==> src/rtl/wb_pkg.sv <==
// wb_pkg: write-back select encodings and HI/LO write-enable bit positions
package wb_pkg;
  typedef enum logic [2:0] {
    WB_ALU  = 3'd0,
    WB_LOAD = 3'd1,
    WB_LINK = 3'd2,
    WB_HI   = 3'd3,
    WB_LO   = 3'd4
  } wb_sel_e;
  localparam int HILO_HI = 1;
  localparam int HILO_LO = 0;
endpackage

==> src/rtl/hilo_regs.sv <==
// hilo_regs: architectural HI/LO storage; clk/rst, en gates hilo_write, data[63:32]->hi, data[31:0]->lo
module hilo_regs
  import wb_pkg::*;
(
  input  logic        clk,
  input  logic        rst,
  input  logic        en,
  input  logic [1:0]  hilo_write,
  input  logic [63:0] data,
  output logic [31:0] hi,
  output logic [31:0] lo
);
  always_ff @(posedge clk) begin
    if (rst) begin
      hi <= '0;
      lo <= '0;
    end else if (en) begin
      if (hilo_write[HILO_HI]) hi <= data[63:32];
      if (hilo_write[HILO_LO]) lo <= data[31:0];
    end
  end
endmodule

==> src/rtl/writeback_stage.sv <==
// writeback_stage: MEM/WB register, write-data mux to regfile/forwarding, HI/LO and retire counter
module writeback_stage
  import wb_pkg::*;
#(
  parameter int RETIRE_W = 32
) (
  input  logic                Clk,
  input  logic                Reset,
  input  logic                Stall,
  input  logic                Flush,
  input  logic                Valid_in,
  input  logic                RegWrite_in,
  input  logic [2:0]          WBSel_in,
  input  logic [4:0]          WriteReg_in,
  input  logic [31:0]         ALUResult_in,
  input  logic [31:0]         LoadData_in,
  input  logic [31:0]         PCAdder_in,
  input  logic [1:0]          HiLoWrite_in,
  input  logic [63:0]         HiLoData_in,
  output logic                RegWrite_WB,
  output logic [4:0]          WriteReg_WB,
  output logic [31:0]         WriteData_WB,
  output logic                Valid_WB,
  output logic [31:0]         HI_out,
  output logic [31:0]         LO_out,
  output logic [RETIRE_W-1:0] RetireCount
);
  logic          valid_q, reg_write_q, retire;
  logic [2:0]    sel_q;
  logic [4:0]    reg_q;
  logic [31:0]   alu_q, load_q, link_q;
  assign retire = !Flush && !Stall && Valid_in;
  always_ff @(posedge Clk) begin
    if (Reset || Flush) begin
      valid_q     <= 1'b0;
      reg_write_q <= 1'b0;
      sel_q       <= '0;
      reg_q       <= '0;
      alu_q       <= '0;
      load_q      <= '0;
      link_q      <= '0;
    end else if (!Stall) begin
      valid_q     <= Valid_in;
      reg_write_q <= RegWrite_in;
      sel_q       <= WBSel_in;
      reg_q       <= WriteReg_in;
      alu_q       <= ALUResult_in;
      load_q      <= LoadData_in;
      link_q      <= PCAdder_in;
    end
  end
  always_ff @(posedge Clk) begin
    if (Reset) RetireCount <= '0;
    else if (retire) RetireCount <= RetireCount + RETIRE_W'(1);
  end
  hilo_regs u_hilo (
    .clk       (Clk),
    .rst       (Reset),
    .en        (retire),
    .hilo_write(HiLoWrite_in),
    .data      (HiLoData_in),
    .hi        (HI_out),
    .lo        (LO_out)
  );
  always_comb begin
    WriteData_WB = sel_q == WB_ALU  ? alu_q  :
                   sel_q == WB_LOAD ? load_q :
                   sel_q == WB_LINK ? link_q :
                   sel_q == WB_HI   ? HI_out :
                   sel_q == WB_LO   ? LO_out : '0;
  end
  assign RegWrite_WB = valid_q && reg_write_q && (reg_q != '0);
  assign WriteReg_WB = reg_q;
  assign Valid_WB    = valid_q;
endmodule

==> config.mk <==
export PLATFORM = sky130hd
export DESIGN_NAME = writeback_stage
export DESIGN_NICKNAME = d
export VERILOG_FILES = /design/src/rtl/wb_pkg.sv /design/src/rtl/hilo_regs.sv /design/src/rtl/writeback_stage.sv
export SDC_FILE = /design/constraint.sdc
export NUM_CORES = 1
export LEC_CHECK = 0
export CORE_MARGIN = 3
export CORE_UTILIZATION = 45
export CTS_CLUSTER_DIAMETER = 150
export CTS_CLUSTER_SIZE = 10
export DETAILED_ROUTE_END_ITERATION = 10
export PLACE_DENSITY = 0.8
export SLEW_MARGIN = 20
export SYNTH_ARGS = -nofsm -noshare
export SYNTH_HDL_FRONTEND = slang
export SYNTH_SLANG_ARGS = --single-unit
export TNS_END_PERCENT = 10
==> constraint.sdc <==
create_clock -name Clk -period 2.4 [get_ports Clk]
set_clock_uncertainty 0.2 [all_clocks]
set_input_delay 0.48 -clock Clk [delete_from_list [all_inputs] [get_ports Clk]]
set_output_delay 0.48 -clock Clk [all_outputs]
set_load 0.01 [all_outputs]
==> results of run 1 <==
[worst max path at each step]
stage | end | depth (start not counted)
detailed placement | RetireCount[24] | 6
CTS | WriteData_WB[17] | 6
floorplan | WriteData_WB[17] | 5
finish | WriteData_WB[17] | 6
global route | WriteData_WB[17] | 6
global placement | WriteData_WB[10] | 6
[synthesized netlist by cell type (7+ instances only)]
cell | instances | share of area (%)
buf_2 | 21 | 1.2
mux2i_1 | 110 | 13
a21oi_1 | 86 | 5.0
or3_1 | 9 | 0.65
o21ai_0 | 36 | 2.1
mux4_2 | 30 | 7.8
nand4_1 | 11 | 0.80
nand3_1 | 11 | 0.64
clkbuf_1 | 41 | 1.8
nor2_1 | 122 | 5.3
nand2_1 | 173 | 7.5
dfxtp_1 | 202 | 47
and4_1 | 7 | 0.71
inv_1 | 33 | 1.4
o31ai_1 | 11 | 0.96
or4_1 | 11 | 0.96
[critical path: stages (launching register included)]
cell and delay [ns]:
dfxtp_4 0.41, buf_12 0.13, buf_4 0.11, mux4_2 0.49, inv_2 0.07, o21ai_2 0.06
buf_2 0.15
[cell families after synthesis]
logic type | count (synthesis)
simple gates | 361
flops | 202
fa+ha+maj | 1
xor+xnor | 11
mux | 141
buf+inv | 101
compound gates | 138
[stage by stage]
stage               power, uW  worst slack [ns]  instance area (sq um)  hold slack, ns  util [%]
global route             7766           -0.2758                  12820          0.1327     68.29
detailed placement       4412          -0.05444                  12140          0.2609     64.70
CTS                      7567           -0.2270                  12830          0.1212     68.36
finish                   7479           -0.2085                  12820          0.1431     68.29
global placement         4397          -0.03495                  12140          0.2533     64.70
floorplan                3906            0.1775                   8627          0.2578         -
[metal layers]
metal	up-vias	global-route usage [%]	part of all wire, %
met5	-	0	0.048
met4	2	9.229	3.1
met3	57	6.415	8.5
met2	326	43.14	49
met1	3800	30.57	39
li1	3882	-	-
[area by class of cell]
cell class              count  area [sq um]  area share (%)
multi-input cells         652          4205           32.81
flip-flops and latches    202          4051           31.61
repair buffers            360          3506           27.36
clock buffers              25         625.6           4.881
well taps                 234         292.8           2.284
inverters                  33         123.9          0.9665
clock inverters             1         8.758         0.06834
diodes                      1         2.502         0.01953
[timing repair]
item / CTS / global route
setup endpoints to repair: 33 / 32
resized for setup: 167 / 10
cloned: 2 / 0
buffers inserted: 12 / 1
[state kept, by name (all words and copies together), names as in the netlist, 3 cells and up]
register     cells
RetireCount     32
WriteReg_WB      5
alu_q           32
link_q          32
load_q          32
sel_q            3
u_hilo.hi       32
u_hilo.lo       32
[power groups by stage]
stage / Clock, uW / Combinational [uW] / Sequential [uW]
2_1_floorplan: 0 / 349 / 3560
3_3_place_gp: 0 / 839 / 3560
3_5_place_dp: 0 / 849 / 3560
4_1_cts: 3220 / 861 / 3490
5_1_grt: 3350 / 919 / 3500
6_report: 3130 / 855 / 3490
==> metrics.md, run 1 <==
| Metric | Value |
|---|---|
| Post-synthesis mux area share | 20.73% |
| Placed cell count | 1467 |
| Seq pwr share | 46.7% |
| Syn-to-layout area delta | 48.56% |
| Synth Area in Compound Gates | 8.383% |
| Worst setup EP type | output pin |
| Clk sink count | 202 |
| CORE AREA | 18770 sq um |
| Layout fillers | 1509 |
| Initial DRT Pass Iterations | 5 |
| Register area share after synthesis | 46.87% |
| Initial drt markers | 340 |
| Fin cells | 1508 |
| Cells after Synth | 955 |
| First-pass GRT wire length | 41630 um |
| Fmax | 0.3834 GHz |
| Ys flop type | dfxtp_1 |
| P_leak | 0.004902 uW |
| Switching share of power | 22.84% |
| Maximum vdd drop | 0.0005729 V |
| Yosys warnings | 0 |
| Final HPWL from detailed placement | 19090 um |
| Grt ovf | 0 |
| Switching power | 1708 uW |
| CP Data Required Time | 1.72 ns |
| Die Wd | 144.5 um |
| Gate power share | 11.4% |
| Async set-or-reset flop fraction in the synthesized netlist | 0% |
| Failing checks | negative setup slack |
| Worst r2r dst | RetireCount[31] |
| Hold Path End | RetireCount[14] |
| Setup-failing EPs final | 32 |
| Site row count | 50 |
| Setup CP Type | reg -> out |
| Clock Tree Buf Depth | 3 |
| Status | finished, violations left |
| Synth Area in Adders | 0.1450% |
| HP Start | Reset |
| Xor and xnor area share after synthesis | 1.117% |
| Average size of a mapped cell | 9.034 sq um |
| Largest family of logic cells by synthesized area | multiplexers |
| Worst EP arrival | 1.93 ns |
| Final period util | 108.7% |
| Final Max Tran Viols | 0 |
| Relative slew slack | 43.61% |
| Clk pwr share | 41.9% |
| FF+latch count, synth | 202 |
| DRT Wirelength | 27330 um |
| Synthesized Nets | 1132 |
| Setup TNS | -5.007 ns |
| Layout cells sized above 1 | 13.28% |
| Die height | 144.5 um |
| R2R Path Start | RetireCount[11] |
| Largest net degree at the start of global routing | 107 |
| WL/cell | 18.12 um |
| WHS Path Cells | 2 |
| Die area | 20870 sq um |
| Initial Util | 45.97% |
| Commonest non-fill, non-tap cell in the layout | clkdlybuf4s50_1 |
| EDFF count, synth | 0 |
| Worst-case reg-to-reg path depth | 4 |
| Vias post-DR | 8067 |
| Critical Path Start Type | flop |
| CTS H-tree depth | 1 |
| Initial antenna violation count | 2 |
| Clock latency on the worst-skew pair | 0.50 ns |
| Simple-gate portion of the synthesized area | 18.06% |
| Clock slew at reported path FFs | 0.06 ns |
| Max cap viols | 0 |
| Hold buffer count at cts | 0 |
| Worst-Margin Slew | 0.8458 ns |
| Cell Area, Synth | 8627 sq um |
| Max FO, Critical Path | 5 |
| Post-layout minimum cycle time | 2.608 ns |
| Routed Antenna Nets | 0 |
| CTS tree | yes |
| Cts bufs inserted | 24 |
| # IOs | 311 |
| R2R Setup Slk | 0.37 ns |
| Layout net count | 1450 |
| Total GRT Usage | 25.16% |
| Critical Path Start | sel_q[1] |
| Unrepaired setup endpoints after global routing | true |
| Most frequent cells in the layout | clkdlybuf4s50_1, dfxtp_1, nand2_1 |
| Int Pwr | 5771 uW |
| Worst setup margin | -0.2085 ns |
| P per Cell Area | 583.5 nW/um^2 |
| Final Hold Fails | 0 |
| Via density | 5.349 |
| DRC | 0 |
| Class of the worst hold path | in -> reg |
| Port bufs | 310 |
| Synth cell types | 32 |
| Routability Congestion | 0.8441 |
| Number of global-route vias before repair | 7928 |
| Root buf cell | clkbuf_16 |
No activity file was read; power rests on OpenSTA's default activity.
==> run 2: changes to the inputs <==
--- a/config.mk
+++ b/config.mk
@@ -8,3 +8,3 @@
 export CORE_MARGIN = 3
-export CORE_UTILIZATION = 45
+export CORE_UTILIZATION = 46
 export CTS_CLUSTER_DIAMETER = 150
@@ -16,2 +16,3 @@
 export SYNTH_HDL_FRONTEND = slang
+export SYNTH_HIERARCHICAL = 1
 export SYNTH_SLANG_ARGS = --single-unit
==> constraint.sdc (replaced) <==
create_clock -name Clk -period 2.4 [get_ports Clk]
set_clock_uncertainty 0.2 [all_clocks]
set_input_delay 0.36 -clock Clk [delete_from_list [all_inputs] [get_ports Clk]]
set_output_delay 0.36 -clock Clk [all_outputs]
set_load 0.01 [all_outputs]
==> run 2 against run 1 <==
Net effect: the run still ends with negative setup slack left; critical path depth unchanged; synthesized area increased by 7.9%; sequential share of layout area decreased by 1.4 points; synthesized cell count increased by 0.63%; largest power group unchanged; via count increased by 5.5%.
==> metrics.md, run 2 <==
| Metric | Value |
|---|---|
| Status | finished, violations left |
| Failing checks | negative setup slack |
| EDFF count, synth | 0 |
| Final Util | 68.18% |
| Routed Antenna Nets | 0 |
| Top cells by area, synth | dfxtp_1, mux2i_1, mux4_2, a21bo_1, nor2_1 |
| Final period util | 103.7% |
| Gate power share | 12.3% |
| Switching power | 1770 uW |
| Total GRT Usage | 26.51% |
| Unrepaired setup endpoints after global routing | true |
| Maximum vdd drop | 0.0004378 V |
| Via density | 5.579 |
| Post-layout minimum cycle time | 2.488 ns |
| Largest net degree at the start of global routing | 100 |
| Placed cell count | 1483 |
| Seq pwr share | 46.2% |
| First-pass GRT wire length | 46580 um |
| CP cell instances | buf_6 -> buf_16 -> mux4_2 -> inv_2 -> o21ai_2 -> buf_2 |
| Final Hold Fails | 0 |
| Async set-or-reset flop fraction in the synthesized netlist | 0% |
| Layout net count | 1435 |
| WL/cell | 20.28 um |
| Most common cell in the synthesized netlist | dfxtp_1 |
| Max cap viols | 0 |
| Yosys warnings | 6 |
| Clock Tree Buf Depth | 3 |
| Switching share of power | 23.40% |
| Worst setup margin | -0.08830 ns |
| Commonest non-fill, non-tap cell in the layout | clkdlybuf4s50_1 |
| Int Pwr | 5795 uW |
| P_leak | 0.005087 uW |
| Site row count | 51 |
| Die area | 21980 sq um |
| Cells after Synth | 961 |
| Initial antenna violation count | 4 |
| Die height | 148.2 um |
| Critical Path Start Type | flop |
| CTS tree | yes |
| Yosys top cell area share | 43.45% |
| Dominant cell type by area after synthesis | dfxtp_1 |
| Final Max Tran Viols | 0 |
| Layout fillers | 1542 |
| Initial drt markers | 584 |
| Fin cells | 1526 |
| Worst setup EP type | output pin |
| # IOs | 311 |
| Setup CP Type | reg -> out |
| Max FO, Critical Path | 5 |
| Port bufs | 310 |
| Synthesized Nets | 1138 |
| Clock latency on the worst-skew pair | 0.50 ns |
| Initial DRT Pass Iterations | 6 |
| Root buf cell | clkbuf_16 |
| Worst EP arrival | 1.93 ns |
| Cell Area, Synth | 9308 sq um |
| Critical path buffers and inverters | 4 |
| Most frequent cells after synthesis | dfxtp_1, nor2_1, mux2i_1 |
| CTS H-tree depth | 1 |
| CP delay by family, top | buffers and inverters |
| Ys flop type | dfxtp_1 |
| Average size of a mapped cell | 9.685 sq um |
| Number of global-route vias before repair | 8198 |
| P per Cell Area | 564.6 nW/um^2 |
| Final HPWL from detailed placement | 21680 um |
| Die Wd | 148.2 um |
| DRT Wirelength | 30940 um |
| CP Data Required Time | 1.84 ns |
| Grt ovf | 0 |
| Synth cell types | 45 |
| Class of the worst hold path | in -> reg |
| Fmax | 0.4019 GHz |
| Register area share after synthesis | 43.45% |
| Layout cells sized above 1 | 14.94% |
| Relative slew slack | 50.31% |
| Setup-failing EPs final | 32 |
| Routability Congestion | 0.8895 |
| Crit-path slowest cell | mux4_2 |
| Clk pwr share | 41.5% |
| CORE AREA | 19650 sq um |
| CP peak stage delay | 0.49 ns |
| Clock slew at reported path FFs | 0.06 ns |
| Clk sink count | 202 |
| Worst-Margin Slew | 0.7454 ns |
| Cts bufs inserted | 24 |
| Syn-to-layout area delta | 43.96% |
| Most frequent cells in the layout | clkdlybuf4s50_1, dfxtp_1, nor2_1 |
| Initial Util | 47.36% |
| FF+latch count, synth | 202 |
| Vias post-DR | 8514 |
| DRC | 0 |
run 2: worst paths after layout:
path,endpoint,slack [ns],start,cells after the start
setup / recovery,WriteData_WB[21],-0.09,sel_q[1],6
hold / removal,WriteReg_WB[1],0.02,Stall,3
setup reg to reg,RetireCount[31],0.26,RetireCount[12],4
hold reg to reg,link_q[31],0.29,link_q[31],2
run 2: layout make-up:
type / count / area, sq um / share of cell area [%]
antenna: 3 / 7.507 / 0.05603
clock buffer: 25 / 625.6 / 4.669
clock inverter: 1 / 8.758 / 0.06537
inverter: 34 / 127.6 / 0.9525
multi-input combinational: 644 / 4761 / 35.53
sequential: 202 / 4051 / 30.24
tap: 265 / 331.6 / 2.475
timing repair buffer: 352 / 3486 / 26.02
run 2: tightest hold or removal path: stages:
cell	delay [ns]
buf_6	0.16
mux2i_1	0.09
nor2_1	0.07
run 2: cells by family (layout without fill, tap and decap cells):
logic type | Yosys count | after routing | share of synthesized area (%)
AO/OA/AOI/OAI | 199 | 199 | 14.69
XOR/XNOR | 10 | 10 | 0.9409
adder cells (fa/ha/maj) | 1 | 1 | 0.1344
buffers and inverters | 115 | 412 | 5.874
flip-flops | 202 | 202 | 43.45
multiplexers | 141 | 141 | 19.49
other | 0 | 3 | 0
AND/OR/NAND/NOR | 293 | 293 | 15.42
run 2: stage by stage:
step / area (sq um) / setup slack (ns) / hold WS (ns) / setup TNS [ns] / power [uW]
final: 13400 / -0.08830 / 0.02264 / -1.151 / 7565
after global routing: 13400 / -0.1558 / 0.03368 / -3.251 / 7820
after CTS: 13380 / -0.1891 / 0.009109 / -2.446 / 7610
after detailed placement: 12680 / -0.08706 / 0.2801 / -0.5002 / 4481
after global placement: 12680 / -0.08937 / 0.2694 / -0.4751 / 4465
after floorplan: 9308 / 0.2919 / 0.2578 / 0 / 3971
run 2: what timing repair did:
| item | CTS | global route |
|---|---|---|
| endpoints found under the setup margin | 33 | 33 |
| cloned | 2 | 0 |
| resized for setup | 146 | 40 |
| endpoints found under the hold margin | 10 | 0 |
| buffers inserted | 8 | 4 |
| hold buffers | 1 | 0 |
| pin swaps | 1 | 1 |
run 2: power groups by stage:
stage / logic (uW) / clock network, uW / registers [uW]
detailed placement: 912 / 0 / 3570
floorplan: 414 / 0 / 3560
global placement: 899 / 0 / 3570
global route: 991 / 3330 / 3500
finish: 931 / 3140 / 3490
CTS: 925 / 3190 / 3490
run 2: metal layers:
layer	vias to the layer above	track usage (%)	part of all wire [%]
met5	-	0	0.052
met4	2	9.053	3.2
met3	64	6.917	9.2
met2	365	43.85	47
met1	4081	33.84	40
li1	4002	-	-
==> run 3: changes to the inputs <==
Settings changed: CTS_BUF_LIST set to sky130_fd_sc_hd__clkbuf_16, CTS_CLUSTER_SIZE 10 to 20.
==> run 3 against run 2 <==
Net effect: the flow still finishes with violations (negative setup slack); sequential power about the same; critical path depth is 1 higher; register-to-register slack better by 0.02 ns; flip-flop and latch count is the same; highest routed layer unchanged; total power down 11%; count of clock-buffer cells in the layout down 10; critical path type unchanged; hold slack better by 0.033 ns; combinational power down 1%; clock power down 26%; final cell count decreased by 0.85%; non-clock buffer count decreased by 4.
==> metrics.md, run 3 (synthesis gave the netlist of run 2 again) <==
| Metric | Value |
|---|---|
| Worst EP arrival | 1.87 ns |
| Die height | 148.2 um |
| Setup CP Type | reg -> out |
| Total GRT Usage | 26.24% |
| Clock latency on the worst-skew pair | 0.47 ns |
| Site row count | 51 |
| First-pass GRT wire length | 46130 um |
| Final Hold Fails | 0 |
| Worst setup margin | -0.03442 ns |
| Clock Tree Buf Depth | 3 |
| HP Start | Stall |
| # IOs | 311 |
| Initial drt markers | 557 |
| P_leak | 0.004941 uW |
| Total Power | 6739 uW |
| Worst setup EP type | output pin |
| Post-layout minimum cycle time | 2.434 ns |
| Grt ovf | 0 |
| WL/cell | 20.17 um |
| Vias post-DR | 8453 |
| Die area | 21980 sq um |
| CTS tree | yes |
| Failing checks | negative setup slack |
| Initial DRT Pass Iterations | 5 |
| Critical Path Start Type | flop |
| R2R Setup Slk | 0.28 ns |
| Hold Path End | WriteReg_WB[0] |
| Clock slew at reported path FFs | 0.09 ns |
| Routability Congestion | 0.8895 |
| Final period util | 101.4% |
| DRT Wirelength | 30520 um |
| Relative slew slack | 50.34% |
| Clk sink count | 202 |
| R2R Path Start | RetireCount[3] |
| Worst-Margin Slew | 0.7449 ns |
| Class of the worst hold path | in -> reg |
| Commonest non-fill, non-tap cell in the layout | clkdlybuf4s50_1 |
| Crit-path slowest cell | dfxtp_4 |
| P per Cell Area | 514.7 nW/um^2 |
| CP Data Required Time | 1.84 ns |
| Layout net count | 1421 |
| DRC | 0 |
| CP cell instances | buf_12 -> nor3b_4 -> buf_6 -> clkbuf_16 -> nand2_1 -> o21ai_0 -> buf_2 |
| Most frequent cells in the layout | clkdlybuf4s50_1, dfxtp_1, nor2_1 |
| Layout cells sized above 1 | 13.67% |
| Die Wd | 148.2 um |
| Fmax | 0.4108 GHz |
| Routed Antenna Nets | 0 |
| Number of global-route vias before repair | 8076 |
| Final Max Tran Viols | 0 |
| Worst r2r dst | RetireCount[31] |
| Initial Util | 47.36% |
| Syn-to-layout area delta | 40.68% |
| Status | finished, violations left |
| Largest net degree at the start of global routing | 100 |
| CTS H-tree depth | 1 |
| Initial antenna violation count | 5 |
| Final Util | 66.62% |
| CORE AREA | 19650 sq um |
| Maximum vdd drop | 0.0003340 V |
| Final HPWL from detailed placement | 21680 um |
| Port bufs | 310 |
| Worst slack, placed | -0.08706 ns |
| Critical Path Start | sel_q[1] |
| WHS Path Cells | 3 |
| Unrepaired setup endpoints after global routing | true |
| Worst-case reg-to-reg path depth | 4 |
| Setup-failing EPs final | 16 |
| Max cap viols | 0 |
| CP peak stage delay | 0.38 ns |
| Via density | 5.587 |
| Cts bufs inserted | 14 |
| Root buf cell | clkbuf_16 |
| Max FO, Critical Path | 9 |
[run 3: area by class of cell]
| cell class | instances | area [sq um] |
|---|---|---|
| Clock inverter | 1 | 20.02 |
| Tap cell | 265 | 331.6 |
| Timing Repair Buffer | 348 | 3428 |
| Multi-Input combinational cell | 644 | 4750 |
| Sequential cell | 202 | 4051 |
| Fill cell | 1613 | 6560 |
| Antenna cell | 4 | 10.01 |
| Inverter | 34 | 127.6 |
| Clock buffer | 15 | 375.4 |
[run 3: per-layer routing]
metal	wire, um	global-route usage, %	share of wire (%)	vias up
met5	16	0	0.052	-
met4	964	8.222	3.2	2
met3	2703	6.368	8.9	54
met2	14390	43.50	47	367
met1	12450	34.03	41	4067
li1	-	-	-	3963
[run 3: how the worst max path moves through the flow]
stage	cells past startpoint	slack [ns]	to
after floorplan	6	0.29	WriteData_WB[21]
after global placement	5	-0.09	WriteData_WB[3]
after detailed placement	5	-0.09	WriteData_WB[3]
after CTS	5	-0.15	WriteData_WB[17]
after global routing	7	-0.09	WriteData_WB[29]
final	7	-0.03	WriteData_WB[25]
[run 3: what timing repair did]
item | in CTS | in global routing
hold buffers | 1 | 0
setup buffers | 7 | 2
endpoints found under the setup margin | 33 | 32
resized for setup | 143 | 42
hold endpoints to repair | 7 | 0
pin swaps | 1 | 1
cloned | 2 | 1
[run 3: report_power, final]
part           internal [uW]  total, uW  switching, uW
sequential              3430       3490           58.0
clock                   1140       2330           1190
combinational            531        922            391
[run 3: critical path, delay by kind of cell, from the launching register on]
family                 cells  cell delay [ns]
AND/OR/NAND/NOR            2             0.29
buffers and inverters      4             0.63
flip-flops                 1             0.38
AO/OA/AOI/OAI              1             0.09
[run 3: stage by stage]
step                TNS (ns)  std cells  hold slack, ns  cell area, sq um
floorplan                  0        961          0.2578              9308
global placement     -0.4751       1483          0.2694             12680
detailed placement   -0.5002       1483          0.2801             12680
CTS                   -1.666       1509         0.05927             13120
global route          -2.153       1513         0.07452             13090
finish               -0.2213       1513         0.05599             13090
